$ cat src/rtl/axis_pkg.sv
// Shared types for the AXI-Stream transmit endpoint: occupancy states and the
// default-width beat layout.
package axis_pkg;

   localparam int AXIS_DATA_WIDTH  = 32;
   localparam int AXIS_TID_WIDTH   = 2;
   localparam int AXIS_TUSER_WIDTH = 2;

   typedef enum logic [1:0] {
      AXIS_MST_EMPTY = 2'd0,
      AXIS_MST_ONE   = 2'd1,
      AXIS_MST_FULL  = 2'd2
   } axis_mst_state_e;

   typedef struct packed {
      logic [AXIS_DATA_WIDTH-1:0]   tdata;
      logic [AXIS_DATA_WIDTH/8-1:0] tstrb;
      logic [AXIS_DATA_WIDTH/8-1:0] tkeep;
      logic                         tlast;
      logic [AXIS_TID_WIDTH-1:0]    tid;
      logic [AXIS_TUSER_WIDTH-1:0]  tuser;
   } axis_beat_t;

endpackage

$ cat src/rtl/axis_pkt_counter.sv
// Packet bookkeeping on the AXIS side: completed-packet count (wrapping) and
// a flag that is set while a packet is partially sent.
module axis_pkt_counter #(
   parameter int CNT_WIDTH = 16
) (
   input  logic                 axi_aclk,
   input  logic                 axi_areset,
   input  logic                 fire,
   input  logic                 last,
   output logic [CNT_WIDTH-1:0] pkt_cnt,
   output logic                 in_packet
);

   // NOTE: sequential state uses non-blocking assignments so every flop
   // samples pre-edge values regardless of process ordering.
   always_ff @(posedge axi_aclk or posedge axi_areset) begin
      if (axi_areset) begin
         pkt_cnt   <= '0;
         in_packet <= 1'b0;
      end else if (fire) begin
         if (last) begin
            pkt_cnt   <= pkt_cnt + CNT_WIDTH'(1);
            in_packet <= 1'b0;
         end else begin
            in_packet <= 1'b1;
         end
      end
   end

endmodule

$ cat src/rtl/axis_master.sv
// Transmit-side AXI-Stream endpoint: 2-entry skid buffer between a backend
// valid/ready producer and a registered AXIS master port, plus packet counters.
module axis_master
   import axis_pkg::*;
#(
   parameter int DATA_WIDTH  = 32,
   parameter int TID_WIDTH   = 2,
   parameter int TUSER_WIDTH = 2,
   parameter int CNT_WIDTH   = 16
) (
   input  logic                    axi_aclk,
   input  logic                    axi_areset,
   input  logic [DATA_WIDTH-1:0]   bk_data,
   input  logic [DATA_WIDTH/8-1:0] bk_tstrb,
   input  logic [DATA_WIDTH/8-1:0] bk_tkeep,
   input  logic [TID_WIDTH-1:0]    bk_tid,
   input  logic [TUSER_WIDTH-1:0]  bk_user,
   input  logic                    bk_tlast,
   input  logic                    bk_valid,
   output logic                    bk_ready,
   output logic                    axis_tvalid,
   output logic [DATA_WIDTH-1:0]   axis_tdata,
   output logic [DATA_WIDTH/8-1:0] axis_tstrb,
   output logic [DATA_WIDTH/8-1:0] axis_tkeep,
   output logic                    axis_tlast,
   output logic [TID_WIDTH-1:0]    axis_tid,
   output logic [TUSER_WIDTH-1:0]  axis_tuser,
   input  logic                    axis_tready,
   output logic [CNT_WIDTH-1:0]    pkt_cnt,
   output logic                    in_packet
);

   // Same field order as axis_beat_t, sized by this instance's parameters.
   typedef struct packed {
      logic [DATA_WIDTH-1:0]   tdata;
      logic [DATA_WIDTH/8-1:0] tstrb;
      logic [DATA_WIDTH/8-1:0] tkeep;
      logic                    tlast;
      logic [TID_WIDTH-1:0]    tid;
      logic [TUSER_WIDTH-1:0]  tuser;
   } beat_t;

   axis_mst_state_e state_q, state_d;
   beat_t           m_q, s_q, bk_beat;
   logic            ready_en_q;
   logic            in_fire, out_fire;
   logic            load_m_bk, load_m_s, load_s;

   assign bk_beat = '{tdata: bk_data, tstrb: bk_tstrb, tkeep: bk_tkeep,
                      tlast: bk_tlast, tid: bk_tid, tuser: bk_user};

   // bk_ready comes from flops only; ready_en_q holds it low through reset
   // and the edge that follows.
   assign bk_ready    = ready_en_q && (state_q != AXIS_MST_FULL);
   assign axis_tvalid = (state_q != AXIS_MST_EMPTY);
   assign in_fire     = bk_valid & bk_ready;
   assign out_fire    = axis_tvalid & axis_tready;

   // NOTE: every output of this block gets a default first, so no path can
   // leave a signal unassigned and infer a latch.
   always_comb begin
      state_d   = state_q;
      load_m_bk = 1'b0;
      load_m_s  = 1'b0;
      load_s    = 1'b0;
      unique case (state_q)
         AXIS_MST_EMPTY: begin
            if (in_fire) begin
               load_m_bk = 1'b1;
               state_d   = AXIS_MST_ONE;
            end
         end
         AXIS_MST_ONE: begin
            if (in_fire && out_fire) begin
               load_m_bk = 1'b1;
            end else if (out_fire) begin
               state_d = AXIS_MST_EMPTY;
            end else if (in_fire) begin
               load_s  = 1'b1;
               state_d = AXIS_MST_FULL;
            end
         end
         AXIS_MST_FULL: begin
            if (out_fire) begin
               load_m_s = 1'b1;
               state_d  = AXIS_MST_ONE;
            end
         end
         default: state_d = AXIS_MST_EMPTY;
      endcase
   end

   always_ff @(posedge axi_aclk or posedge axi_areset) begin
      if (axi_areset) begin
         state_q    <= AXIS_MST_EMPTY;
         ready_en_q <= 1'b0;
      end else begin
         state_q    <= state_d;
         ready_en_q <= 1'b1;
      end
   end

   // NOTE: payload registers are reset too, so the AXIS bus never carries
   // stale data from before a reset, even while tvalid is low.
   always_ff @(posedge axi_aclk or posedge axi_areset) begin
      if (axi_areset) begin
         m_q <= '0;
         s_q <= '0;
      end else begin
         if (load_m_bk)     m_q <= bk_beat;
         else if (load_m_s) m_q <= s_q;
         if (load_s)        s_q <= bk_beat;
      end
   end

   assign axis_tdata = m_q.tdata;
   assign axis_tstrb = m_q.tstrb;
   assign axis_tkeep = m_q.tkeep;
   assign axis_tlast = m_q.tlast;
   assign axis_tid   = m_q.tid;
   assign axis_tuser = m_q.tuser;

   axis_pkt_counter #(
      .CNT_WIDTH (CNT_WIDTH)
   ) u_pkt_counter (
      .axi_aclk   (axi_aclk),
      .axi_areset (axi_areset),
      .fire       (out_fire),
      .last       (axis_tlast),
      .pkt_cnt    (pkt_cnt),
      .in_packet  (in_packet)
   );

endmodule

$ cat config.mk
export PLATFORM = sky130hd
export DESIGN_NAME = axis_master
export DESIGN_NICKNAME = d
export VERILOG_FILES = /design/src/rtl/axis_pkg.sv /design/src/rtl/axis_pkt_counter.sv /design/src/rtl/axis_master.sv
export SDC_FILE = /design/constraint.sdc
export NUM_CORES = 1
export LEC_CHECK = 0
export ABC_CLOCK_PERIOD_IN_PS = 4100
export CAP_MARGIN = 20
export CORE_MARGIN = 1
export CORE_UTILIZATION = 53
export CTS_BUF_LIST = sky130_fd_sc_hd__clkbuf_8
export DETAILED_ROUTE_END_ITERATION = 10
export PLACE_DENSITY_LB_ADDON = 0.2
export RECOVER_POWER = 50
export SLEW_MARGIN = 20
export SYNTH_ARGS = -nofsm -noshare
export SYNTH_HDL_FRONTEND = slang
export SYNTH_HIERARCHICAL = 1
export SYNTH_SLANG_ARGS = --single-unit
$ cat constraint.sdc
create_clock -name axi_aclk -period 4.1 [get_ports axi_aclk]
set_input_delay 0.615 -clock axi_aclk [delete_from_list [all_inputs] [get_ports axi_aclk]]
set_output_delay 0.615 -clock axi_aclk [all_outputs]
set_load 0.02 [all_outputs]
---- Word level (Yosys, flattened, before mapping) ----
Cells that the tools add are included.
storage, ports and cells
  memories kept ........................... 0
  bits in writable memories ............... 0
  latch bits .............................. 0
  flip-flop bits (word level) ............. 110
  bits of input ports ..................... 49
  word-level logic and storage cells ...... 50
  memory bits (read-only) ................. 0
  output and inout bits ................... 64
cells by class
  multipliers ............................. 0
  magnitude comparators ................... 0
  equality and inequality tests ........... 7
  divide/modulo/power cells ............... 0
  muxes and demuxes ....................... 17
  $add $sub $neg .......................... 1
  bitwise gates (word level) .............. 2
  reduce and logical (&&, ||, !) cells .... 7
  shift-type cells ........................ 0
operator list
  cell                     number
  $mux W45                 2
  $add A16 B1 Y16 const B  1
  $mux W2                  5
  $mux W1                  8
  $ne A2 B2 Y1 const B     4
  $pmux W2 S3              1
  $reduce_and A4 Y1        1
  $reduce_bool A2 Y1       2
  $ne A3 B3 Y1 const B     1
  $and A1 B1 Y1            2
  $eq A2 B1 Y1 const B     1
  $eq A2 B2 Y1 const B     1
  $logic_and A1 B1 Y1      2
  $logic_not A2 Y1         1
  $pmux W1 S2              1
  $reduce_and A2 Y1        1

---- Logic depth before layout (Yosys ltp) ----
Gate-level depths: netlist of the first run.
  word-level depth ........................ 7
  gate-level depth with buffers ........... 7
  gate-level depth less buffers ........... 6

---- Hierarchy ----
The synthesis of the first run kept the hierarchy.
by module, submodules not included
  module            cells each  sequential area each (um^2)  area an instance (um^2)  times used
  axis_master       258         2,327.2                      4,419.2                  1
  axis_pkt_counter  63          425.4                        753.2                    1

---- Worst setup path before layout of the first run ----
Ideal clock, no wire load.
  path type ............................... input port to flip-flop
  start ................................... input port axis_tready
  end ..................................... register s_q[0] (netlist name)
  stages .................................. 4
  slack ................................... 2,304 ps
  data arrival time ....................... 1,671 ps
  cell sequence ........................... nand2b_4 > nor3_4 > buf_6 > mux2_2
on the way
  cells in the longest elaborated chain, start to end .. 4
  elaborated cells on any way between the ends .. 5
  classes of those cells .................. mux (3); bitwise (1); reduce/logical (1)
RTL lines
  what                                            line                                  RTL
  start: declaration                              axis_master.sv:28                     input logic axis_tready,
  $and A1 B1 Y1 (*)                               axis_master.sv:57                     assign out_fire = axis_tvalid & axis_tready;
  $mux W1 or $logic_and A1 B1 Y1 (tied branches)  axis_master.sv:76, axis_master.sv:74
  $mux W1 (*)                                     axis_master.sv:74                     if (in_fire && out_fire) begin
  $mux W1 (*)                                     axis_master.sv:66                     unique case (state_q)
  end signal: assignment                          axis_master.sv:112                    if (load_s) s_q <= bk_beat;
  end: declaration                                axis_master.sv:44                     beat_t m_q, s_q, bk_beat;
Mark *: on every way between the ends. The rest lies on a longest branch, timed or not.
A chain may end at the register's enable or synchronous reset.

==> flow_summary.yaml, run 1 <==
power:
  comb_power_share: 0.351
  p_clk_frac: 0.192
  ir_drop_mv: 0.276
  switchingPower_uw: 1030
  power_density_mw_per_mm2: 541
  power_leakage_uw: 0.00303
  p_int_uw: 2510
  power.share.sequential: 0.458
  p_sw_frac: 0.291
worst_setup_path:
  crit_start: "axi_areset"
  critPathArrivalTime_ps: 3150
  startpoint_type: "input port"
  cp.required_ps: 4630
  path_cells: "dlygate4sd3_1 > clkinvlp_2 > buf_4"
  worst-path-stages: 3
  r2r-start: "state_q[0]"
  rrSetupSlack_ps: 2020
  slowest_delay_ps: 1380
  path_class: "in2async"
  path_delay_family: "buffers and inverters"
  worst_path_max_delay_cell: "clkinvlp_2"
  path_buf_inv: 3
  rr_worst_depth: 4
  cp-end-kind: "asynchronous set/reset pin"
  cp_max_fo: 56
grt:
  overflow: 0
  grt_pass1_vias: 3198
  track_usage: 0.204
  grt_max_degree: 57
  grt_first_pass_wirelength_mm: 15.7
  antenna_found_initial: 0
placement:
  hpwlAfterDp_mm: 6.47
  globalplace.congestion: 0.808
  port_buffers: 112
  dpl.cell_count: 554
sta:
  worstMarginPinSlew_ps: 2420
  fmax_ghz: 0.382
  rsz0062_at_grt: "no"
  finalSetupTns_ps: 0
  final.period_utilization: 0.639
  setup_viol_count_final: 0
  fin_skew_ps: 12.8
  final.min_clock_period_ps: 2620
  slew_headroom: -0.625
  hold_violations: 0
  drv_slew: 57
floorplan:
  dieArea_sq_mm: 0.0102
  core_area_sq_mm: 0.00933
  fp.dieW_um: 101
  start_util: 0.555
  rows: 35
  io-pin-count: 113
  die_h_um: 101
clock_network:
  post_cts_buffers: 0
  cts_resized: 0
  root_buffer: "clkbuf_8"
  hold_buffers: 0
  cts_tree: "built"
  cts_num_sinks: 110
  h-tree-depth: 3
  clk_pin_slew_ps: 100
  cts_buffer_depth: 2
  cts_made_buffers: 9
  clk_latency_ps: 370
synthesis:
  synth_ff_type: "dfrtp_1"
  synth_edf_count: 0
  syn_area_sq_mm: 0.00517
  synthDistinctLibCells: 33
  synth_cells: 321
  ys_seq_area_frac: 0.532
  synth-warning-count: 6
  synthArstFlopShare: 1.00
  postSynthAreaPerCell_sq_um: 16.1
  syn_nets: 371
  ys_ff_latch: 110
finish:
  drive_gt1_frac: 0.377
  n_antenna_cell: 0
  fill_cells: 659
  fin_cells: 569
  synthToLayoutAreaGrowth_pct: 26.5
  layout.nets: 486
  multi_input_area_sq_mm: 0.00224
  regArea_sq_mm: 0.00275
outcome:
  violations: "max-capacitance violations, max-slew violations"
  outcome: "finished, violations left"
drt:
  routed_via_density: 5.20
  drtAntennaViolNets: 0
  drt_iter0_drc: 83
  drt_drc_violations_left: 0
  drt-pass1-iter-count: 4
  vias: 2956
  routed_wl_mm: 9.62
  wire_per_inst_um: 16.9
worst_hold_path:
  hold_path_depth: 1
  hold_path_class: "reg2reg"
  hold_start: "u_pkt_counter/pkt_cnt[15]"
run:
  maxCapViolations: 1
[cell families after synthesis]
| family | synth area share |
|---|---|
| mux | 0.358 |
| flops | 0.532 |
| simple gates | 0.0440 |
| buf+inv | 0.0334 |
| xor+xnor | 0.0254 |
| compound gates | 0.00363 |
| fa+ha+maj | 0.00242 |
| other cells | 0.000725 |
[final timing paths]
path	endpoint
max in group axi_aclk	axis_tuser[1]
worst max register to register	axis_tuser[1]
worst max-delay path	s_q[1]
worst min register to register	u_pkt_counter/pkt_cnt[15]
min in group asynchronous	u_pkt_counter/pkt_cnt[15]
worst min-delay path	u_pkt_counter/pkt_cnt[15]
[cell type report]
type,count,share of cell area
Timing Repair Buffer,118,0.178
Clock buffer,11,0.0231
Sequential cell,110,0.421
Tap cell,129,0.0247
Multi-Input combinational cell,192,0.342
Clock inverter,4,0.00841
Inverter,5,0.00306
[Yosys cell counts, types with 2 or more instances]
library cell    n  area, sq um
and2_1          2         12.5
buf_4           5         37.5
buf_6           5         56.3
buf_8           4         60.1
dfrtp_1       110         2750
inv_1           5         18.8
mux2_2         57          642
mux2_4         80         1200
nand2_1         5         18.8
nand4_1        10         62.6
nor2_1          3         11.3
xnor2_1        13          114
xor2_1          2         17.5
[cell usage in the layout (no fill, tap or decap), types with 2 or more instances in the layout]
cell             Yosys  routed
inv_1                5       4
buf_4                5       6
xnor2_1             13      13
and3_1               1       2
clkbuf_8             0      11
xor2_1               2       2
nand2_1              5       5
dlygate4sd3_1        0      15
mux2_4              80      80
mux2_2              57      57
and2_0               0       2
nor2_1               3       3
dfrtp_1            110     110
clkdlybuf4s50_1      0      97
nand4_1             10      10
[registers in the layout, summed over array words and instances (netlist names)]
name / flops
s_q: 45
axis_tdata: 32
u_pkt_counter/pkt_cnt: 16
axis_tkeep: 4
axis_tstrb: 4
axis_tid: 2
axis_tuser: 2
state_q: 2
axis_tlast: 1
ready_en_q: 1
u_pkt_counter/in_packet: 1
[layer usage]
layer | global-route usage | wire length [um] | vias up
li1 | - | - | 1363
met1 | 0.256 | 4170 | 1498
met2 | 0.331 | 4650 | 84
met3 | 0.0659 | 636 | 11
met4 | 0.0747 | 161 | 0
met5 | 0 | 0 | -
[worst reg2reg max path: cells and delay by family, from the launching register on]
family / cells / cell delay (ps)
multiplexers: 2 / 700
flip-flops: 1 / 470
AND/OR/NAND/NOR: 1 / 140
buffers and inverters: 1 / 660
[stage by stage]
stage	util	hold slack, ps	setup slack [ps]	cell area, sq um	power [uW]
after detailed placement	0.680	471	1370	6350	2910
after global routing	0.702	506	1020	6550	3720
after CTS	0.703	485	1660	6550	3590
after global placement	0.680	464	1400	6350	2860
final	0.702	483	1480	6550	3540
after floorplan	-	477	1060	5170	2420
[power by group through the flow]
stage / Combinational [uW] / Clock, uW / Sequential [uW]
6_report: 1240 / 678 / 1620
5_1_grt: 1320 / 740 / 1660
4_1_cts: 1270 / 700 / 1620
3_5_place_dp: 1270 / 0 / 1640
3_3_place_gp: 1230 / 0 / 1620
2_1_floorplan: 636 / 0 / 1780
Note: power is estimated with default switching activity, not from simulation.
==> run 2, diff against run 1 <==
- ABC_CLOCK_PERIOD_IN_PS: 4100 -> 2510
- clock period: 4.1 -> 2.51 ns (I/O delays scaled with it)
==> flow_summary.yaml, run 2 (same netlist as run 1, synthesis figures left out) <==
power:
  power_leakage_uw: 0.00304
  comb_power_share: 0.356
  power.share.sequential: 0.457
  p_sw_frac: 0.287
  switchingPower_uw: 1660
  p_int_uw: 4110
  total_power_uw: 5770
  p_clk_frac: 0.187
  power_density_mw_per_mm2: 878
  ir_drop_mv: 0.511
finish:
  top_register: "s_q"
  final_cell_mix: "dfrtp_1, clkdlybuf4s50_1, mux2_4"
  drive_gt1_frac: 0.377
  n_antenna_cell: 0
  post-route-util: 0.704
  largest_register_ffs: 45
  fin_cells: 569
  fill_cells: 680
  layout.nets: 487
  synthToLayoutAreaGrowth_pct: 27.0
worst_hold_path:
  hold_path_class: "reg2reg"
  hold_path_depth: 1
worst_setup_path:
  rr_worst_depth: 4
  rrSetupSlack_ps: 660
  cp-endpoint: "bk_ready"
  path_class: "reg2out"
  crit_start: "state_q[1]"
  r2r_end: "s_q[34]"
  path_cells: "or2b_1 > and2_1 > clkdlybuf4s50_1"
  startpoint_type: "flop"
  critPathArrivalTime_ps: 1770
  cp-end-kind: "output port"
  cp_max_fo: 7
  cp.required_ps: 2130
  worst_path_max_delay_cell: "clkdlybuf4s50_1"
  slowest_delay_ps: 530
  r2r-start: "state_q[0]"
drt:
  wire_per_inst_um: 16.6
  routed_via_density: 5.21
  drt_iter0_drc: 34
  drtAntennaViolNets: 0
  drt_drc_violations_left: 0
  routed_wl_mm: 9.44
  drt-pass1-iter-count: 4
  vias: 2962
grt:
  antenna_found_initial: 0
  grt_first_pass_wirelength_mm: 15.8
  met2_usage: 0.324
  track_usage: 0.205
  grt_use_met3: 0.0693
  grt.busiest_layer: "met2"
  grt_max_degree: 94
  grt_pass1_vias: 3233
  overflow: 0
  use_met1: 0.264
clock_network:
  root_buffer: "clkbuf_8"
  clk_latency_ps: 370
  cts_buffer_depth: 2
  cts_tree: "built"
  post_cts_buffers: 0
  hold_buffers: 0
  cts_resized: 0
  cts_made_buffers: 9
  clk_pin_slew_ps: 100
  h-tree-depth: 3
  cts_num_sinks: 110
floorplan:
  core_area_sq_mm: 0.00933
  die_h_um: 101
  io-pin-count: 113
  fp.dieW_um: 101
  dieArea_sq_mm: 0.0102
  start_util: 0.555
  rows: 35
sta:
  fmax_ghz: 0.466
  setup_viol_count_final: 0
  drv_slew: 0
  fin_skew_ps: 9.76
  slew_headroom: 0.161
  finalSetupTns_ps: 0
  worstMarginPinSlew_ps: 1260
  rsz0062_at_grt: "no"
  final.period_utilization: 0.855
  hold_violations: 0
  whs_ps: 478
  final.min_clock_period_ps: 2150
placement:
  hpwlAfterDp_mm: 6.25
  globalplace.congestion: 0.760
  port_buffers: 112
  dpl.cell_count: 555
outcome:
  outcome: "completed"
run:
  maxCapViolations: 0
run 2: cell types whose count changed in the layout (fill, tap and decap cells not counted), moves of 2 or more:
cell and delta:
buf_12 +3, buf_4 -5, clkbuf_2 +2, clkdlybuf4s50_1 +13
clkinvlp_4 +2, dlygate4sd3_1 -13
run 2: worst min path at each step:
stage,start,endpoint,slack [ps]
finish,u_pkt_counter/pkt_cnt[15],u_pkt_counter/pkt_cnt[15],480
global route,u_pkt_counter/pkt_cnt[15],u_pkt_counter/pkt_cnt[15],500
CTS,axi_areset,u_pkt_counter/pkt_cnt[10],470
detailed placement,u_pkt_counter/pkt_cnt[15],u_pkt_counter/pkt_cnt[15],460
global placement,u_pkt_counter/pkt_cnt[15],u_pkt_counter/pkt_cnt[15],460
floorplan,axi_areset,u_pkt_counter/in_packet,300
run 2: final cells by class:
class	count	area [sq um]	area share
Clock buffer	11	151	0.0230
Sequential cell	110	2750	0.419
Inverter	5	22.5	0.00343
Clock inverter	3	45.0	0.00685
Tap cell	129	161	0.0246
Timing Repair Buffer	119	1210	0.184
Multi-Input combinational cell	192	2230	0.340
run 2: layer usage:
layer / vias up / routed length [um]
li1: 1363 / -
met1: 1508 / 4250
met2: 80 / 4440
met3: 11 / 616
met4: 0 / 139
met5: - / 0
run 2: power by group through the flow:
| stage | Sequential, uW | Combinational [uW] | Clock (uW) |
|---|---|---|---|
| after floorplan | 2910 | 1040 | 0 |
| after global placement | 2650 | 2030 | 0 |
| after detailed placement | 2670 | 2080 | 0 |
| after CTS | 2640 | 2080 | 1120 |
| after global routing | 2710 | 2200 | 1170 |
| final | 2640 | 2050 | 1080 |
run 2: per-stage QoR:
stage          area, sq um  worst slack (ps)
6_report              6570               363
4_1_cts               6630               294
3_5_place_dp          6430               372
2_1_floorplan         5180               778
3_3_place_gp          6430               390
5_1_grt               6570               291
run 2: worst max-delay path, delay by kind of cell (launching register included):
family / cells / cell delay (ps)
buffers and inverters: 1 / 530
AND/OR/NAND/NOR: 2 / 420
flip-flops: 1 / 450
